--- src/rtl/wb_port_arbiter.sv ---
// Register-file write-port arbiter.
// Shares the single RF write port between the in-order pipeline writeback
// and a queued multiply/divide unit (MDU) result stream. MDU results wait in
// a small circular FIFO and retire in idle writeback slots. A starvation
// counter forces a one-cycle pipeline stall when the head entry has waited
// too long. A pending-register mask is exported for decode hazard checks.
//
// Handshakes:
//   MDU side : a result transfers on any cycle where mdu_valid && mdu_ready.
//              mdu_ready is a function of registered occupancy only, so a
//              pop in the same cycle never raises it.
//   WB side  : a pipeline write is taken on any cycle where wb_valid &&
//              !stall_wb; while stall_wb is high the pipeline holds wb_*.
//
// Arbitration state is visible through grant_sel (combinational) and the
// registered buffer occupancy / starvation counter.
module wb_port_arbiter #(
  parameter int DEPTH        = 2,
  parameter int STARVE_LIMIT = 4
) (
  input  logic                     clk,
  input  logic                     rst_n,
  input  logic                     wb_valid,
  input  logic [4:0]               wb_index,
  input  logic [15:0]              wb_data,
  output logic                     stall_wb,
  input  logic                     mdu_valid,
  input  logic [4:0]               mdu_index,
  input  logic [15:0]              mdu_data,
  output logic                     mdu_ready,
  output logic                     write_en_rf,
  output logic [4:0]               write_index_rf,
  output logic [15:0]              write_data_rf,
  output logic [31:0]              pending_mask,
  output logic [$clog2(DEPTH):0]   buf_count
);

  localparam int PW = $clog2(DEPTH);
  localparam int CW = PW + 1;
  localparam int SW = $clog2(STARVE_LIMIT + 1);

  localparam logic [CW-1:0] FULL_COUNT = CW'(DEPTH);
  localparam logic [SW-1:0] STARVE_MAX = SW'(STARVE_LIMIT);

  // Grant decision encoding, in priority order FORCE > PIPE > DRAIN > IDLE.
  localparam logic [1:0] GRANT_IDLE  = 2'd0;
  localparam logic [1:0] GRANT_PIPE  = 2'd1;
  localparam logic [1:0] GRANT_DRAIN = 2'd2;
  localparam logic [1:0] GRANT_FORCE = 2'd3;

  logic [4:0]       slot_index [DEPTH];
  logic [15:0]      slot_data  [DEPTH];
  logic [DEPTH-1:0] slot_valid;
  logic [PW-1:0]    rd_ptr;
  logic [PW-1:0]    wr_ptr;
  logic [CW-1:0]    count;
  logic [SW-1:0]    starve_cnt;

  logic [1:0]       grant_sel;
  logic             head_valid;
  logic             push;
  logic             pop;

  assign head_valid = (count != '0);
  assign mdu_ready  = (count != FULL_COUNT);
  assign push       = mdu_valid && mdu_ready;
  assign pop        = (grant_sel == GRANT_FORCE) || (grant_sel == GRANT_DRAIN);
  assign stall_wb   = (grant_sel == GRANT_FORCE) && wb_valid;
  assign buf_count  = count;

  // Pick exactly one writer (or none) for this cycle.
  always_comb begin
    grant_sel = GRANT_IDLE;
    if (head_valid && (starve_cnt == STARVE_MAX)) begin
      grant_sel = GRANT_FORCE;
    end else if (wb_valid) begin
      grant_sel = GRANT_PIPE;
    end else if (head_valid) begin
      grant_sel = GRANT_DRAIN;
    end
  end

  // Circular MDU result buffer; push and pop never target the same slot
  // because a push needs a non-full buffer and a pop a non-empty one.
  always_ff @(posedge clk or negedge rst_n) begin
    if (!rst_n) begin
      rd_ptr     <= '0;
      wr_ptr     <= '0;
      count      <= '0;
      slot_valid <= '0;
      for (int i = 0; i < DEPTH; i++) begin
        slot_index[i] <= '0;
        slot_data[i]  <= '0;
      end
    end else begin
      if (pop) begin
        slot_valid[rd_ptr] <= 1'b0;
        rd_ptr             <= rd_ptr + PW'(1);
      end
      if (push) begin
        slot_valid[wr_ptr] <= 1'b1;
        slot_index[wr_ptr] <= mdu_index;
        slot_data[wr_ptr]  <= mdu_data;
        wr_ptr             <= wr_ptr + PW'(1);
      end
      case ({push, pop})
        2'b10:   count <= count + CW'(1);
        2'b01:   count <= count - CW'(1);
        default: count <= count;
      endcase
    end
  end

  // Count cycles the head entry waits without being granted.
  always_ff @(posedge clk or negedge rst_n) begin
    if (!rst_n) begin
      starve_cnt <= '0;
    end else if (pop || !head_valid) begin
      starve_cnt <= '0;
    end else if (starve_cnt != STARVE_MAX) begin
      starve_cnt <= starve_cnt + SW'(1);
    end
  end

  // Register the winner onto the RF write port; index/data hold when idle.
  always_ff @(posedge clk or negedge rst_n) begin
    if (!rst_n) begin
      write_en_rf    <= 1'b0;
      write_index_rf <= '0;
      write_data_rf  <= '0;
    end else begin
      case (grant_sel)
        GRANT_PIPE: begin
          write_en_rf    <= 1'b1;
          write_index_rf <= wb_index;
          write_data_rf  <= wb_data;
        end
        GRANT_FORCE, GRANT_DRAIN: begin
          write_en_rf    <= 1'b1;
          write_index_rf <= slot_index[rd_ptr];
          write_data_rf  <= slot_data[rd_ptr];
        end
        default: begin
          write_en_rf <= 1'b0;
        end
      endcase
    end
  end

  // Destination registers of all buffered results; duplicates simply OR.
  always_comb begin
    pending_mask = '0;
    for (int i = 0; i < DEPTH; i++) begin
      if (slot_valid[i]) begin
        pending_mask[slot_index[i]] = 1'b1;
      end
    end
  end

endmodule

--- config.mk ---
export PLATFORM = sky130hd
export DESIGN_NAME = wb_port_arbiter
export DESIGN_NICKNAME = d
export VERILOG_FILES = /design/src/rtl/wb_port_arbiter.sv
export SDC_FILE = /design/constraint.sdc
export NUM_CORES = 1
export LEC_CHECK = 0
export ABC_AREA = 1
export CORE_MARGIN = 1
export CORE_UTILIZATION = 43
export CTS_CLUSTER_SIZE = 12
export DETAILED_ROUTE_END_ITERATION = 8
export GPL_TIMING_DRIVEN = 0
export HOLD_SLACK_MARGIN = 0.06
export PLACE_DENSITY = 0.7
export SLEW_MARGIN = 0
export SYNTH_ARGS = -nofsm -noshare
export SYNTH_HDL_FRONTEND = slang
export SYNTH_SLANG_ARGS = --single-unit
--- constraint.sdc ---
create_clock -name clk -period 2.3 [get_ports clk]
set_clock_uncertainty 0.2 [all_clocks]
set_input_delay 0.46 -clock clk [delete_from_list [all_inputs] [get_ports clk]]
set_output_delay 0.46 -clock clk [all_outputs]
set_load 0.02 [all_outputs]
[Word-level counts from Yosys, hierarchy flattened]
Cells that the tools add are included.
Word-level totals
  register bits after elaboration: 73
  bits in latches: 0
  bits in writable memories: 0
  ROM bits: 0
  output and inout port bits: 58
  memories kept: 0
Cells by class
  add/subtract/negate cells: 5
  multipliers: 0
  div/mod/pow operators: 0
  $lt $le $gt $ge: 11
  equality and inequality tests: 8
  shifts and indexed selects: 0
  mux-type cells: 33
  bitwise operators: 6
  reduce and logical (&&, ||, !) cells: 17
Operators with widths (number)
  16-bit two-way mux: 4
  32-bit two-way mux: 2
  32-bit bitwise mux: 1
  32-bit OR: 1
  16-bit one-hot mux with 2 select lines: 1
  5-bit two-way mux: 4
  16-bit demux with 1-bit select: 1
  5-bit by 6-bit less-than comparator with 1-bit output (second input constant): 2
  10-bit bitwise mux: 1
  1-bit demux with 5-bit select: 2
  5-bit by 1-bit >= comparator with 1-bit output (second input constant): 2
  2-bit two-way mux: 5
  5-bit one-hot mux with 2 select lines: 1
  1-bit logical AND: 8
  2-bit nonzero test: 4
  2-bit equality test (second input constant): 3
  3-bit two-way mux: 2
  5-bit demux with 1-bit select: 1
  1-bit two-way mux: 5
  2-bit by 1-bit equality test with 1-bit output (second input constant): 2
  2-bit >= comparator (second input constant): 2
  1-bit by 2-bit less-than comparator with 1-bit output (second input constant): 2
  1-bit inverter with 2-bit output: 2
  2-bit one-hot mux with 2 select lines: 1
  other kinds (17): 21

[Longest topological paths before layout]
  depth after elaboration: 9
  mapped depth: 10
  mapped depth without buffers: 9

[Worst setup path after synthesis]
No wires, ideal clock.
  path kind: register -> output
  start point: register slot_index[0] (netlist bit)
  end point: output pending_mask[0]
  arrival time: 1.161 ns
  data required time: 1.640 ns
  setup slack: 0.479 ns
  stages on the path, launching flop included: 4
  cells stage by stage: dfrtp_1 inv_1 nand3_1 o21ai_0
Between the ends
  word-level cells in the longest chain between the ends: 6
  elaborated cells between the ends (all ways): 7
  classes of those cells: order compare (2); mux (3); bitwise (1); reduce/logical (1)
RTL lines
  from (decl): RTL line 51  | logic [4:0] slot_index [DEPTH];
  from (signal, indexed assignment): RTL line 102  | slot_index[wr_ptr] <= mdu_index;
  5-bit by 6-bit less-than comparator with 1-bit output (implied by the code) / 5-bit by 1-bit >= comparator with 1-bit output (equally long branches): RTL line 155  | pending_mask[slot_index[i]] = 1'b1;
  1-bit logical AND (implied by the code): RTL line 155
  1-bit two-way mux (implied by the code): RTL line 155
  1-bit demux with 5-bit select (*): RTL line 155
  32-bit OR (no source line) (*)
  32-bit two-way mux (*): RTL line 154  | if (slot_valid[i]) begin
  to (decl): RTL line 34  | output logic [31:0] pending_mask,
Mark *: on every way between the ends. The rest lies on a longest branch, timed or not.

[Worst setup path in the final report]
  start point: register slot_index[6] (netlist bit)
  end point: output pending_mask[7]
Between the ends
  word-level cells in the longest chain between the ends: 7
  elaborated cells between the ends (all ways): 8
  classes of those cells: order compare (2); mux (4); bitwise (1); reduce/logical (1)
RTL lines (RTL line)
  5-bit by 6-bit less-than comparator with 1-bit output (implied by the code) / 5-bit by 1-bit >= comparator with 1-bit output (equally long branches): 155
  1-bit logical AND (implied by the code): 155
  1-bit two-way mux (implied by the code): 155
  1-bit demux with 5-bit select (*): 155
  32-bit two-way mux (*): 154
  32-bit OR (no source line)
  32-bit two-way mux (*): 154
Marks and branches as above.

==> out/results.md <==
- **internal power** 4.12 mW
- **first-pass GRT wire length** 18.6 mm
- **Critical Path Sink Type** output pin
- **slowest cell on the critical path** sky130_fd_sc_hd__dfrtp_2
- **endpoints failing hold** 0
- **highest clock rate** 443 MHz
- **Net count, final** 723
- **power density normalized to cell area** 1330 mW/mm^2
- **most prevalent standard cell on the critical path** sky130_fd_sc_hd__buf_4
- **number of buffer cells added on primary ports** 103
- **most frequent standard cell in the layout excluding fill and tap cells** sky130_fd_sc_hd__nand2_1
- **overall track demand over capacity in global routing** 0.240
- **worst ir drop on vdd** 633 uV
- **post-synthesis area per instance** 7.60 sq um
- **number of global-route vias before repair** 3980
- **total die area** 0.00993 sq mm
- **number of design-rule violations left by the first detailed-router iteration** 246
- **clock tree from TritonCTS** yes
- **number of violations of the max-capacitance limit** 0
- **highest cell delay on the worst timing path** 0.44 ns
- **tightest slew margin relative to the limit** 0.725
- **H-tree depth** 3
- **status** completed
- **final worst path period share** 0.981
- **total count of max-transition violations in the final report** 0
- **total gr overflow** 0
- **number of diodes** 0
- **clock root buffer master** sky130_fd_sc_hd__clkbuf_8
- **layout-stage area growth over the synthesis result** 37.8%
- **DP Cell Count** 773
- **Period minus WS final** 2.26 ns
- **area of the core** 0.00924 sq mm
- **maximum count of clock buffers along a single path** 2
- **total clock buffers created by CTS** 9
- **DRC errors left** 0
- **Static Leakage** 2.89 nW
- **highest-count cells in the layout ignoring fill and taps** sky130_fd_sc_hd__nand2_1 (265), sky130_fd_sc_hd__dfrtp_1 (68), sky130_fd_sc_hd__clkdlybuf4s50_1 (68), sky130_fd_sc_hd__o21ai_2 (38), sky130_fd_sc_hd__inv_1 (35)
- **Synth cell types** 19
- **total of endpoints with negative setup slack in the final report** 0
- **maximum fanout along the worst path** 5
- **classification of the worst setup path** reg -> out
- **Power Total** 7.53 mW
- **Worst-Margin Slew** 0.412 ns
- **mapped cell area** 0.00410 sq mm
- **Final GP Congestion** 0.809
- **average wire per standard cell** 13.8 um
- **Routed Antenna Nets** 0
- **Switching Share** 0.454
- **sink count of the clock tree** 73
- **per-cell via count in the routed design** 5.00
- **flop and latch count out of synthesis** 73
- **clock network fraction of design power** 0.143
- **required time of the critical path** 1.64 ns
- **via count** 4041
- **Synthesized Nets** 588
- **Yosys warning total** 0
- **horizontal die dimension** 99.7 um
- **1st-pass router iterations** 7
- **RSZ-0062 raised after global routing** yes
- **Comb power frac** 0.539
- **launching element type of the critical path** register
- **effective utilization at floorplan** 0.444
- **cell chain of the critical path** inv_2, nor3_4, buf_6, buf_4, nand2_1, o21ai_1, buf_4
- **cell count after synthesis** 540
- **part of the power in registers** 0.318
- **Clock transition at path regs** 0.08 ns
- **routed wire length** 11.1 mm
- **power spent charging and discharging nets** 3.42 mW
- **share of post-route cells with drive strength above 1** 0.239
- **Worst Hold Class** reg -> reg
- **proportion of synthesized chip area in sequential cells** 0.445
- **Boundary Pins** 104
- **placed wire-length estimate after detailed placement** 8.05 mm
- **pin count of the biggest net entering global routing** 45
- **std cell rows** 35
- **antenna violations before repair** 0
- **die height** 99.7 um
- **clock insertion delay at the later pin of the skew report** 0.35 ns
- **data arrival time of the worst path** 1.60 ns
- **Non-Filler Instances** 808
==> power by group through the flow <==
stage	combinational [mW]	clock [mW]	sequential, mW
2_1_floorplan	2.25	0	2.54
3_3_place_gp	3.69	0	2.37
3_5_place_dp	3.78	0	2.39
4_1_cts	3.98	1.11	2.37
5_1_grt	4.50	1.16	2.48
6_report	4.06	1.08	2.39
==> routing by layer <==
| metal | global-route usage | routed length [um] | vias to the layer above |
|---|---|---|---|
| met5 | 0 | 0 | - |
| met4 | 0.0939 | 308 | 0 |
| met3 | 0.0471 | 504 | 27 |
| met2 | 0.408 | 5570 | 140 |
| met1 | 0.302 | 4730 | 1891 |
| li1 | - | - | 1983 |
==> critical path: cells and delay by family, from the launching register on <==
| kind | cells | cell delay (ns) |
|---|---|---|
| AOI/OAI and AO/OA | 1 | 0.08 |
| DFF | 1 | 0.44 |
| buffers and inverters | 4 | 0.48 |
| and+or+nand+nor | 2 | 0.23 |
==> cells by family (layout without fill, tap and decap cells) <==
group | count (synthesis) | after routing | share of synthesized area
flip-flops | 73 | 73 | 0.445
AO/OA/AOI/OAI | 76 | 76 | 0.128
adder cells (fa/ha/maj) | 2 | 2 | 0.00610
XOR/XNOR | 1 | 1 | 0.00214
buffers and inverters | 65 | 204 | 0.0827
AND/OR/NAND/NOR | 323 | 323 | 0.336
==> state kept, by name (all words and copies together), names as in the netlist <==
| name | flops |
|---|---|
| buf_count | 2 |
| rd_ptr | 1 |
| slot_data | 32 |
| slot_index | 10 |
| slot_valid | 2 |
| starve_cnt | 3 |
| wr_ptr | 1 |
| write_data_rf | 16 |
| write_en_rf | 1 |
| write_index_rf | 5 |
==> stage by stage <==
step | util | hold WS, ns | cell area (sq um) | setup TNS [ns] | setup WS, ns
final | 0.612 | 0.280 | 5650 | 0 | 0.0443
after detailed placement | 0.576 | 0.221 | 5320 | -2.86 | -0.250
after global placement | 0.573 | 0.245 | 5290 | -143.61 | -1.94
after floorplan | - | -0.0356 | 4100 | 0 | 0.479
after global routing | 0.612 | 0.301 | 5650 | -0.137 | -0.0563
after CTS | 0.610 | 0.282 | 5640 | -0.178 | -0.0605
==> path summary, 6_finish.rpt <==
path	endpoint	slack, ns	cells after the start	start
max reg2reg	slot_valid[0]	0.53	8	starve_cnt[0]
min in group asynchronous	write_data_rf[3]	0.37	2	rst_n
max	pending_mask[7]	0.04	7	slot_index[6]
min reg2reg	write_data_rf[14]	0.28	2	write_data_rf[14]
min	write_data_rf[14]	0.28	2	write_data_rf[14]
max in group asynchronous	slot_index[5]	0.95	3	rst_n
==> cell type report <==
cell class,count,area [sq um]
inverters,43,164
flip-flops and latches,73,1830
plain buffers,22,178
well taps,129,161
fillers,844,3590
repair buffers,124,1080
multi-input cells,402,2020
clock buffers,10,128
clock inverters,5,81.3
==> Yosys cell counts, drive strengths merged <==
library cell	n	area [sq um]
o21ai	75	507
nor2	4	15.0
nand3	37	185
ha	2	25.0
a21oi	1	16.3
nor3	13	139
inv	43	161
buf	22	178
nand2	269	1040
xnor2	1	8.76
dfrtp	73	1830
==> timing repair <==
action / in CTS / in global routing
setup buffers: 15 / 4
hold endpoints to repair: 29 / 0
resized for setup: 140 / 47
hold buffers: 1 / 0
pin swaps: 4 / 4
endpoints found under the setup margin: 34 / 29
No activity file was read; power rests on OpenSTA's default activity.
